[src/rtl/rst_seq_ctrl.sv]
// rst_seq_ctrl: synchronizes rstz, then releases NUM_RST active-low resets in index order,
// with a four-phase sw_req/sw_ack handshake that re-runs the whole sequence from RUN.
module rst_seq_ctrl #(
  parameter int DEPTH   = 2,
  parameter int NUM_RST = 4,
  parameter int HOLD    = 8,
  parameter int GAP     = 16
) (
  input  logic               clk,
  input  logic               rstz,
  input  logic               sw_req,
  output logic               sw_ack,
  output logic [NUM_RST-1:0] rst_out_n,
  output logic               busy,
  output logic               ready
);
  localparam int CW = $clog2((HOLD > GAP ? HOLD : GAP) + 1);
  localparam int IW = NUM_RST > 1 ? $clog2(NUM_RST) : 1;
  localparam logic [CW-1:0] HOLD_END = CW'(HOLD - 1);
  localparam logic [CW-1:0] GAP_END  = CW'(GAP - 1);
  localparam logic [IW-1:0] IDX_END  = IW'(NUM_RST - 1);
  typedef enum logic [1:0] {S_HOLD, S_REL, S_RUN} state_t;
  logic [DEPTH-1:0]   sync_q;
  logic               srst_n;
  state_t             state_q, state_d;
  logic [CW-1:0]      cnt_q, cnt_d;
  logic [IW-1:0]      idx_q, idx_d;
  logic               pend_q, pend_d;
  logic               sw_ack_q, sw_ack_d;
  logic [NUM_RST-1:0] rst_q, rst_d;
  logic               busy_q, busy_d;
  logic               ready_q, ready_d;
  always_ff @(posedge clk or negedge rstz) begin
    if (!rstz) sync_q <= '0;
    else       sync_q <= {sync_q[DEPTH-2:0], 1'b1};
  end
  assign srst_n = sync_q[DEPTH-1];
  always_comb begin
    state_d  = state_q;
    cnt_d    = cnt_q + 1'b1;
    idx_d    = idx_q;
    pend_d   = pend_q;
    sw_ack_d = sw_ack_q & sw_req;
    rst_d    = rst_q;
    busy_d   = busy_q;
    ready_d  = ready_q;
    if (!srst_n) begin
      state_d  = S_HOLD;
      cnt_d    = '0;
      idx_d    = '0;
      pend_d   = 1'b0;
      sw_ack_d = 1'b0;
      rst_d    = '0;
      busy_d   = 1'b1;
      ready_d  = 1'b0;
    end else begin
      case (state_q)
        S_HOLD: if (cnt_q == HOLD_END) begin
          state_d = S_REL;
          cnt_d   = '0;
          idx_d   = '0;
          rst_d   = NUM_RST'({rst_q, 1'b1});
        end
        S_REL: if (cnt_q == GAP_END) begin
          cnt_d = '0;
          if (idx_q == IDX_END) begin
            state_d  = S_RUN;
            busy_d   = 1'b0;
            ready_d  = 1'b1;
            sw_ack_d = pend_q | sw_ack_d;
            pend_d   = 1'b0;
          end else begin
            idx_d = idx_q + 1'b1;
            // released bits form a contiguous run from bit 0, so shifting in a 1 frees the next index
            rst_d = NUM_RST'({rst_q, 1'b1});
          end
        end
        S_RUN: begin
          cnt_d = '0;
          if (sw_req && !sw_ack_q) begin
            state_d = S_HOLD;
            pend_d  = 1'b1;
            rst_d   = '0;
            busy_d  = 1'b1;
            ready_d = 1'b0;
          end
        end
        default: state_d = S_HOLD;
      endcase
    end
  end
  always_ff @(posedge clk or negedge rstz) begin
    if (!rstz) begin
      state_q  <= S_HOLD;
      cnt_q    <= '0;
      idx_q    <= '0;
      pend_q   <= 1'b0;
      sw_ack_q <= 1'b0;
      rst_q    <= '0;
      busy_q   <= 1'b1;
      ready_q  <= 1'b0;
    end else begin
      state_q  <= state_d;
      cnt_q    <= cnt_d;
      idx_q    <= idx_d;
      pend_q   <= pend_d;
      sw_ack_q <= sw_ack_d;
      rst_q    <= rst_d;
      busy_q   <= busy_d;
      ready_q  <= ready_d;
    end
  end
  assign sw_ack    = sw_ack_q;
  assign rst_out_n = rst_q;
  assign busy      = busy_q;
  assign ready     = ready_q;
endmodule

[config.mk]
export PLATFORM = sky130hd
export DESIGN_NAME = rst_seq_ctrl
export DESIGN_NICKNAME = d
export VERILOG_FILES = /design/src/rtl/rst_seq_ctrl.sv
export SDC_FILE = /design/constraint.sdc
export NUM_CORES = 1
export LEC_CHECK = 0
export BUFFER_PORTS_ARGS = -buffer_cell sky130_fd_sc_hd__buf_2
export CAP_MARGIN = 20
export CORE_MARGIN = 2
export CORE_UTILIZATION = 41
export DETAILED_ROUTE_END_ITERATION = 7
export SYNTH_ARGS = -nofsm -noshare
export SYNTH_HDL_FRONTEND = slang
export SYNTH_SLANG_ARGS = --single-unit
export TNS_END_PERCENT = 50
[constraint.sdc]
create_clock -name clk -period 3.35 [get_ports clk]
set_input_delay 0.335 -clock clk [delete_from_list [all_inputs] [get_ports clk]]
set_output_delay 0.335 -clock clk [all_outputs]
set_load 0.05 [all_outputs]
==> qor.txt, run 1 <==
Status: completed
Final hold vios: 0
Num CTS Buffers: 3
Setup Skew: 0.00653 ns
Final setup viols: 0
Pre-Repair DR Iteration Count: 4
Mapped Cells: 95
Worst path cell trace: ha_1, nand3_1, inv_1, ha_1, nor2b_1, a21o_1, o31a_1, mux2_2
Top post-synthesis cells by area: dfrtp_1 (44%), ha_1 (11%), a21oi_1 (3.4%)
H-tree depth: 1
Critical path arrival: 2.15 ns
Tmin final: 1.95 ns
Clk root buf: clkbuf_4
Leading area contributor after synthesis: dfrtp_1
Worst hold slack: 0.279 ns
Grt ovf: 0
Fin area: 1130 sq um
Die X: 53.9 microns
Crit. End Element: flip-flop
Avg Cell Area, Syn: 10.7 sq um
Post-route clock period utilization: 58.2%
Area grow syn2layout: 10.6%
Site Rows: 18
IO buf count: 9
CP Data Required Time: 3.55 ns
Max Freq: 513 MHz
Worst path max stage delay: 0.38 ns
Final Core Density: 46.8%
CTS sink cnt: 19
# IOs: 10
Crit Path Category: reg -> reg
Vias in the first global route: 683
HP Class: in -> reg
Cell repeated most along the worst path: ha_1
Die H: 53.9 microns
Setup Slack @ Placement: 1.41 ns
Worst path top cell family by delay: compound AO/OA/AOI/OAI gates
Antenna violations before repair: 0
Share of cells above drive strength 1: 18.9%
Distinct cells, synth: 41
Initial Util: 42.3%
Clock-pin slew on the worst setup and hold paths: 0.11 ns
Vias per cell: 5.42
Max Slew Vio Count: 0
Share of the synthesized area in the top cell type: 44.2%
Layout Nets: 119
Warnings, synthesis: 0
Register area share after synthesis: 46.7%
Die area: 2900 sq um
Yosys reg bits: 19
Peak VDD IR: 0.000265 V
Residual DRC count: 0
WL per Instance: 13.4 microns
DRT Wirelength: 1820 microns
Starting DRC count in detailed routing: 21
Tot GR Track Use: 15.7%
Slowest cell on crit path: dfrtp_1
Setup TNS: 0 ns
Antenna Cells: 0
Placer Congestion: 0.837
Global-route wire length before repair: 3190 microns
RSZ-0062 raised after global routing: no
CTS Buffer Depth: 2
Post-cts repair resize count: 0
Worst-path fanout max: 5
Static leakage: 0.559 nW
PwrDens: 335 nW/um^2
TritonCTS clock tree: done
Mapped Area: 1020 sq um
Via count: 737
Placed cell areas: 1090 sq um
Worst setup SP type: flip-flop
Final WS setup: 1.40 ns
Core footprint: 2410 sq um
Largest net degree at the start of global routing: 20
Syn Nets: 107
Hpwl dp: 1340 microns
Max-cap viol count: 0
Antenna Nets Post-Route: 0
Clk Latency, worst-skew pair: 0.30 ns
Worst path bufs/invs: 1
-- Yosys cell counts --
library cell   n
a211oi_1       1
a21o_1         1
a21o_2         1
a21oi_1        7
a221o_1        1
a22o_1         2
a22o_2         2
a32o_1         1
and2_0         1
and4bb_1       1
clkbuf_1       2
clkbuf_2       1
conb_1         1
dfrtp_1       18
dfstp_2        1
ha_1           9
inv_1          7
mux2_2         1
mux2i_1        1
nand2_1        4
nand2b_1       2
nand3_1        2
nand3b_1       2
nand4_1        1
nor2_1         6
nor2b_1        2
nor2b_2        1
nor3_1         2
nor4_1         1
nor4_4         1
o21a_1         1
o21ai_0        2
o21bai_1       1
o22a_1         1
o22ai_1        1
o2bb2ai_1      1
o31a_1         1
o31ai_1        1
or3b_1         1
xnor2_1        1
xor2_1         1
-- state kept, by name (all words and copies together), names as in the netlist --
register and cells:
sync_q 2, busy 1, sw_ack 1, state_q 2, pend_q 1, rst_out_n 4
idx_q 2, ready 1, cnt_q 5
-- repair_timing --
item,CTS,global route
setup endpoints to repair,0,0
hold buffers,1,0
buffers inserted,0,0
endpoints found under the hold margin,18,0
-- layout by cell type, fill, tap and decap left out, types with 2 or more instances in the layout --
| cell type | synthesis | final |
|---|---|---|
| o21ai_0 | 2 | 2 |
| inv_1 | 7 | 7 |
| nand3b_1 | 2 | 2 |
| nor3_1 | 2 | 2 |
| nor2_1 | 6 | 6 |
| a22o_1 | 2 | 2 |
| nand3_1 | 2 | 2 |
| a21oi_1 | 7 | 7 |
| clkbuf_4 | 0 | 3 |
| dfrtp_1 | 18 | 18 |
| a22o_2 | 2 | 2 |
| ha_1 | 9 | 9 |
| nor2b_1 | 2 | 2 |
| nand2_1 | 4 | 4 |
| buf_2 | 0 | 9 |
| nand2b_1 | 2 | 2 |
-- logic make-up (layout without fill, tap and decap cells) --
group           count (synthesis)  count (layout)  synth area share (%)
mux                             2               2                  2.09
buf+inv                        10              21                  3.80
xor+xnor                        2               2                  1.72
compound gates                 25              25                  17.8
simple gates                   27              27                  16.4
other cells                     1               1                 0.368
flops                          19              19                  46.7
fa+ha+maj                       9               9                  11.0
-- metal layers --
metal  wire length [microns]  track usage (%)  part of all wire [%]
met1                     908             23.0                    50
met2                     817             21.5                    45
met3                      54             3.33                   3.0
met4                      39             7.69                   2.1
met5                       0                0                     0
-- through the flow --
stage / instances / power, mW
6_report: 136 / 0.377
5_1_grt: 136 / 0.400
4_1_cts: 136 / 0.385
3_5_place_dp: 131 / 0.266
3_3_place_gp: 131 / 0.265
2_1_floorplan: 95 / 0.256
-- tightest hold or removal path: stages --
cell and delay [ns]:
buf_2 0.10, nand2_1 0.06, a21oi_1 0.05
-- final cells by class --
type                            count  area, sq um
Timing Repair Buffer               10         55.1
Clock inverter                      1         5.00
Clock buffer                        3         22.5
Multi-Input combinational cell     66          504
Inverter                            7         26.3
Fill cell                         234         1280
Sequential cell                    19          477
Tap cell                           30         37.5
-- power by group --
part	switching (mW)	internal, mW
Sequential	0.00423	0.234
Combinational	0.0151	0.00790
Clock	0.0715	0.0446
Total	0.0908	0.287
-- path summary, 6_finish.rpt --
path,cells after the start,to,start,slack [ns]
worst max-delay path,8,idx_q[0]$_DFFE_PN0P_,cnt_q[0]$_DFF_PN0_,1.40
worst min register to register,0,sync_q[1]$_DFF_PN0_,sync_q[0]$_DFF_PN0_,0.37
worst max register to register,8,idx_q[0]$_DFFE_PN0P_,cnt_q[0]$_DFF_PN0_,1.40
worst min-delay path,3,sw_ack$_DFF_PN0_,sw_req,0.28
min in group asynchronous,2,idx_q[1]$_DFFE_PN0P_,rstz,0.48
max in group asynchronous,2,busy$_DFFE_PN1P_,rstz,2.55
No activity file was read; power rests on OpenSTA's default activity.
==> run 2, diff against run 1 <==
clock period = 1.7 ns   (was 3.35 ns; I/O delays follow)
==> run 2 against run 1 <==
The flow now finishes with violations (negative setup slack); hold slack lost 0.17 ns; register-to-register slack worse by 1.4 ns; critical path depth unchanged; cell count increased by 10%; sequential power rose by 99%; clock skew shrank 0.0049 ns; fmax is 12% higher; critical path type unchanged; largest cell class unchanged.
==> qor.txt, run 2 (synthesized netlist as in run 1, its figures left out) <==
Status: finished with violations
Failing checks: negative setup slack
PwrDens: 576 nW/um^2 (+72%)
Die area: 2900 sq um (unchanged)
Residual DRC count: 0 (unchanged)
WL per Instance: 13.3 microns (-0.76%)
Antenna Nets Post-Route: 0 (unchanged)
Static leakage: 0.633 nW (+13%)
Hold Path End: sw_ack$_DFF_PN0_
Placer Congestion: 0.751 (-10%)
Via count: 785 (+6.5%)
Worst path bufs/invs: 1 (unchanged)
Biggest register: cnt_q
Final Core Density: 54.2% (+7.4 points)
Worst path max stage delay: 0.42 ns (+0.04 ns)
Post-route clock period utilization: 103% (+44 points)
Largest net degree at the start of global routing: 20 (unchanged)
Max-cap viol count: 0 (unchanged)
Global-route wire length before repair: 3370 microns (+5.6%)
RSZ-0062 raised after global routing: yes
Layout Nets: 133 (+12%)
Share of cells above drive strength 1: 37.5% (+19 points)
Pre-Repair DR Iteration Count: 4 (unchanged)
Crit. End Element: flip-flop
Site Rows: 18 (unchanged)
H-tree depth: 1 (unchanged)
HP Class: in -> reg
Worst hold slack: 0.111 ns (-0.167 ns)
Starting DRC count in detailed routing: 18 (-14%)
Clk Latency, worst-skew pair: 0.29 ns (about the same)
Die H: 53.9 microns (unchanged)
Vias per cell: 5.23 (-3.4%)
Final hold vios: 0 (unchanged)
IO buf count: 9 (unchanged)
Reg-to-reg startpoint: cnt_q[0]$_DFF_PN0_
Slowest cell on crit path: dfrtp_1
Hpwl dp: 1540 microns (+15%)
Setup Skew: 0.00159 ns (-0.00494 ns)
Worst path top cell family by delay: compound AO/OA/AOI/OAI gates
Max Freq: 573 MHz (+12%)
Core footprint: 2410 sq um (unchanged)
Register area: 478 sq um (+0.26%)
Final WS setup: -0.0444 ns (-1.45 ns)
TritonCTS clock tree: done
Die X: 53.9 microns (unchanged)
Hold Crit Depth: 3 (unchanged)
Setup TNS: -0.0966 ns (-0.0966 ns)
Setup Slack @ Placement: -0.0844 ns (-1.49 ns)
Crit Path Category: reg -> reg
Max Slew Vio Count: 0 (unchanged)
Max reg flops: 5 (unchanged)
Most frequent cells in the layout: dfrtp_1 (17), buf_4 (14), buf_2 (9)
Worst hold path startpoint: sw_req
Area grow syn2layout: 28.0%
Tot GR Track Use: 16.2% (+0.51 points)
RR Endpoint: rst_out_n[2]$_DFFE_PN0P_
Worst path cell trace: ha_4, nand3_2, inv_2, ha_4, nor2b_4, a221o_1, o21a_1, a22o_2
Grt ovf: 0 (unchanged)
DRT Wirelength: 1990 microns (+9.5%)
CP Data Required Time: 1.89 ns (-1.66 ns)
Final-layout fill cell count: 201 (-14%)
Most common cell after layout, fill and taps aside: dfrtp_1
Clock-pin slew on the worst setup and hold paths: 0.10 ns (about the same)
Clk root buf: clkbuf_4
Cell repeated most along the worst path: ha_4
Initial Util: 42.3% (unchanged)
CTS sink cnt: 19 (unchanged)
Multi-input logic area: 577 sq um (+14%)
Antenna violations before repair: 0 (unchanged)
# IOs: 10 (unchanged)
Critical path arrival: 1.93 ns (-0.22 ns)
Worst setup SP type: flip-flop
R2r worst-path depth: 8 (unchanged)
R2R setup slack: -0.04 ns (-1.45 ns)
Num CTS Buffers: 3 (unchanged)
Tmin final: 1.74 ns (-0.204 ns)
Peak VDD IR: 0.000551 V (+110%)
Worst-path fanout max: 3 (-2)
CTS Buffer Depth: 2 (unchanged)
Final setup viols: 4 (+4)
Vias in the first global route: 729 (+6.7%)
Antenna Cells: 0 (unchanged)
-- run 2: area by class of cell --
type	count	area share, %
Multi-Input combinational cell	66	44.2
Sequential cell	19	36.6
Timing Repair Buffer	24	12.3
Tap cell	30	2.88
Clock buffer	4	2.01
Inverter	7	2.01
-- run 2: worst max path at each step --
stage,startpoint,end,slack (ns),cells past startpoint
2_1_floorplan,cnt_q[0]$_DFF_PN0_,rst_out_n[1]$_DFFE_PN0P_,-0.009,8
3_3_place_gp,cnt_q[1]$_DFF_PN0_,rst_out_n[1]$_DFFE_PN0P_,-0.02,8
3_5_place_dp,cnt_q[0]$_DFF_PN0_,rst_out_n[2]$_DFFE_PN0P_,-0.08,8
4_1_cts,cnt_q[0]$_DFF_PN0_,rst_out_n[2]$_DFFE_PN0P_,-0.08,8
5_1_grt,cnt_q[0]$_DFF_PN0_,rst_out_n[2]$_DFFE_PN0P_,-0.09,8
6_report,cnt_q[0]$_DFF_PN0_,rst_out_n[2]$_DFFE_PN0P_,-0.04,8
-- run 2: power breakdown --
part | internal, mW | switching, mW
logic | 0.0225 | 0.0330
registers | 0.461 | 0.0115
clock network | 0.0913 | 0.131
-- run 2: per-layer routing --
metal	vias up	track usage, %	share of wire (%)
met4	0	6.41	1.7
met1	386	22.8	48
met2	9	25.2	48
met3	4	1.94	2.4
li1	386	-	-
met5	-	0	0
-- run 2: worst min-delay path: stages --
cell     delay (ns)
buf_2          0.10
nand2_1        0.05
a21oi_1        0.05
-- run 2: repair_timing --
item / 4_1_cts / 5_1_grt
hold buffers: 1 / 0
resized for setup: 3 / 9
pin swaps: 5 / 4
setup buffers: 1 / 0
endpoints found under the hold margin: 18 / 0
endpoints found under the setup margin: 10 / 11
-- run 2: metrics by stage --
| stage | instances | total power [mW] | area (sq um) |
|---|---|---|---|
| 2_1_floorplan | 95 | 0.506 | 1040 |
| 3_3_place_gp | 144 | 0.528 | 1210 |
| 3_5_place_dp | 144 | 0.531 | 1210 |
| 4_1_cts | 150 | 0.762 | 1270 |
| 5_1_grt | 150 | 0.789 | 1310 |
| 6_report | 150 | 0.751 | 1310 |
==> run 3, diff against run 2 <==
TNS_END_PERCENT = 30   (was 50)
==> run 3 against run 2 <==
Clock-buffer cell count is the same; the flow still finishes with violations (negative setup slack); non-clock buffer count grew 2; total power grew 2.0%; worst setup slack gained 0.037 ns; combinational power grew 9.0%; sequential power is essentially flat.
==> qor.txt, run 3 (synthesized netlist as in run 1, its figures left out) <==
Status: finished with violations
Failing checks: negative setup slack
Tmin final: 1.71 ns (-0.0368 ns)
Worst path cell trace: ha_4, nand3_4, inv_2, ha_4, nor2b_2, a221o_1, o21a_1, a22o_2
Biggest register: cnt_q
Post-route clock period utilization: 100% (-2.2 points)
Tot GR Track Use: 15.5% (-0.63 points)
Static leakage: 0.645 nW (+1.9%)
HP Class: in -> reg
Setup TNS: -0.0150 ns (+0.0816 ns)
CTS sink cnt: 19 (unchanged)
Vias per cell: 5.10 (-2.6%)
Slowest cell on crit path: dfrtp_1
Final WS setup: -0.00759 ns (+0.0368 ns)
Clk Latency, worst-skew pair: 0.30 ns (about the same)
Pwr Total: 0.766 mW (+2.0%)
Die H: 53.9 microns (unchanged)
Worst-path fanout max: 3 (unchanged)
Setup Skew: 0.000874 ns (-0.000713 ns)
DRT Wirelength: 2010 microns (+0.80%)
Final setup viols: 2 (-2)
Max Slew Vio Count: 0 (unchanged)
Most frequent cells in the layout: dfrtp_1 (18), buf_4 (15), buf_2 (9)
Antenna violations before repair: 0 (unchanged)
Worst setup SP type: flip-flop
Largest net degree at the start of global routing: 20 (unchanged)
RSZ-0062 raised after global routing: yes
Vias in the first global route: 706 (-3.2%)
Share of cells above drive strength 1: 34.4% (-3.1 points)
WL per Instance: 13.2 microns (-0.52%)
Grt ovf: 0 (unchanged)
Final-layout fill cell count: 209 (+4.0%)
TritonCTS clock tree: done
H-tree depth: 1 (unchanged)
Die area: 2900 sq um (unchanged)
Worst path max stage delay: 0.41 ns (about the same)
Antenna Cells: 0 (unchanged)
Max-cap viol count: 0 (unchanged)
PwrDens: 591 nW/um^2 (+2.7%)
Most common cell after layout, fill and taps aside: dfrtp_1
Core footprint: 2410 sq um (unchanged)
Fin area: 1300 sq um (-0.67%)
Crit Path Category: reg -> reg
Die X: 53.9 microns (unchanged)
Final Core Density: 53.8% (-0.36 points)
Max reg flops: 5 (unchanged)
Initial Util: 42.3% (unchanged)
Residual DRC count: 0 (unchanged)
Starting DRC count in detailed routing: 18 (unchanged)
Site Rows: 18 (unchanged)
Critical path arrival: 1.91 ns (-0.02 ns)
Final hold vios: 0 (unchanged)
R2r worst-path depth: 8 (unchanged)
# IOs: 10 (unchanged)
IO buf count: 9 (unchanged)
Hpwl dp: 1460 microns (-5.2%)
Crit. End Element: flip-flop
Global-route wire length before repair: 3230 microns (-4.1%)
Hold Crit Depth: 3 (unchanged)
Via count: 775 (-1.3%)
Placed cell areas: 1210 sq um (unchanged)
Layout Nets: 135 (+1.5%)
CP Data Required Time: 1.90 ns (about the same)
Clk root buf: clkbuf_4
Cell repeated most along the worst path: ha_4
Setup Slack @ Placement: -0.0598 ns (+0.0246 ns)
Area grow syn2layout: 27.1%
Max Freq: 586 MHz (+2.2%)
Pre-Repair DR Iteration Count: 4 (unchanged)
Antenna Nets Post-Route: 0 (unchanged)
Clock-pin slew on the worst setup and hold paths: 0.11 ns (about the same)
CTS Buffer Depth: 2 (unchanged)
Peak VDD IR: 0.000423 V (-23%)
Placer Congestion: 0.839 (+12%)
Num CTS Buffers: 3 (unchanged)
-- run 3: changes by cell type in the layout (fill, tap and decap cells not counted), sizes merged --
cell / delta
buf: +2
-- run 3: worst max-delay path: cells and delay by family, from the launching register on --
| kind | cells | cell delay, ns |
|---|---|---|
| AO/OA/AOI/OAI | 3 | 0.71 |
| flip-flops | 1 | 0.41 |
| adder cells (fa/ha/maj) | 2 | 0.30 |
| AND/OR/NAND/NOR | 2 | 0.12 |
| buffers and inverters | 1 | 0.07 |
-- run 3: report_power, final --
group	internal, mW	total [mW]	switching, mW
Combinational	0.0266	0.0605	0.0339
Clock	0.0915	0.232	0.141
Sequential	0.461	0.473	0.0118
Total	0.580	0.766	0.186
-- run 3: metal layers --
layer,routed length (microns),GRT usage (%),up-vias
li1,-,-,390
met1,982,22.2,372
met2,949,23.2,10
met3,58,3.33,3
met4,17,5.13,0
met5,0,0,-
-- run 3: final cells by class --
| class | instances | area, sq um | share of cell area [%] |
|---|---|---|---|
| Timing Repair Buffer | 26 | 179 | 13.8 |
| Multi-Input combinational cell | 66 | 551 | 42.5 |
| Clock buffer | 4 | 26.3 | 2.03 |
| Tap cell | 30 | 37.5 | 2.90 |
| Inverter | 7 | 26.3 | 2.03 |
| Sequential cell | 19 | 477 | 36.8 |
-- run 3: repair_timing --
item / CTS / global route
pin swaps: 5 / 2
hold buffers: 1 / 0
gates resized for setup: 0 / 5
endpoints found under the hold margin: 18 / 0
setup buffers: 1 / 2
setup endpoints to repair: 6 / 13
-- run 3: through the flow --
| step | cells | hold WS, ns |
|---|---|---|
| after floorplan | 95 | -0.126 |
| final | 152 | 0.110 |
| after detailed placement | 144 | 0.135 |
| after CTS | 150 | 0.112 |
| after global routing | 152 | 0.118 |
| after global placement | 144 | 0.129 |
-- run 3: worst paths after layout --
kind | from | endpoint | slack, ns
worst max-delay path | cnt_q[0]$_DFF_PN0_ | rst_out_n[2]$_DFFE_PN0P_ | -0.008
worst min-delay path | sw_req | sw_ack$_DFF_PN0_ | 0.11
worst max register to register | cnt_q[0]$_DFF_PN0_ | rst_out_n[2]$_DFFE_PN0P_ | -0.008
worst min register to register | sync_q[0]$_DFF_PN0_ | sync_q[1]$_DFF_PN0_ | 0.37
max in group asynchronous | rstz | busy$_DFFE_PN1P_ | 1.06
min in group asynchronous | rstz | ready$_DFFE_PN0P_ | 0.32
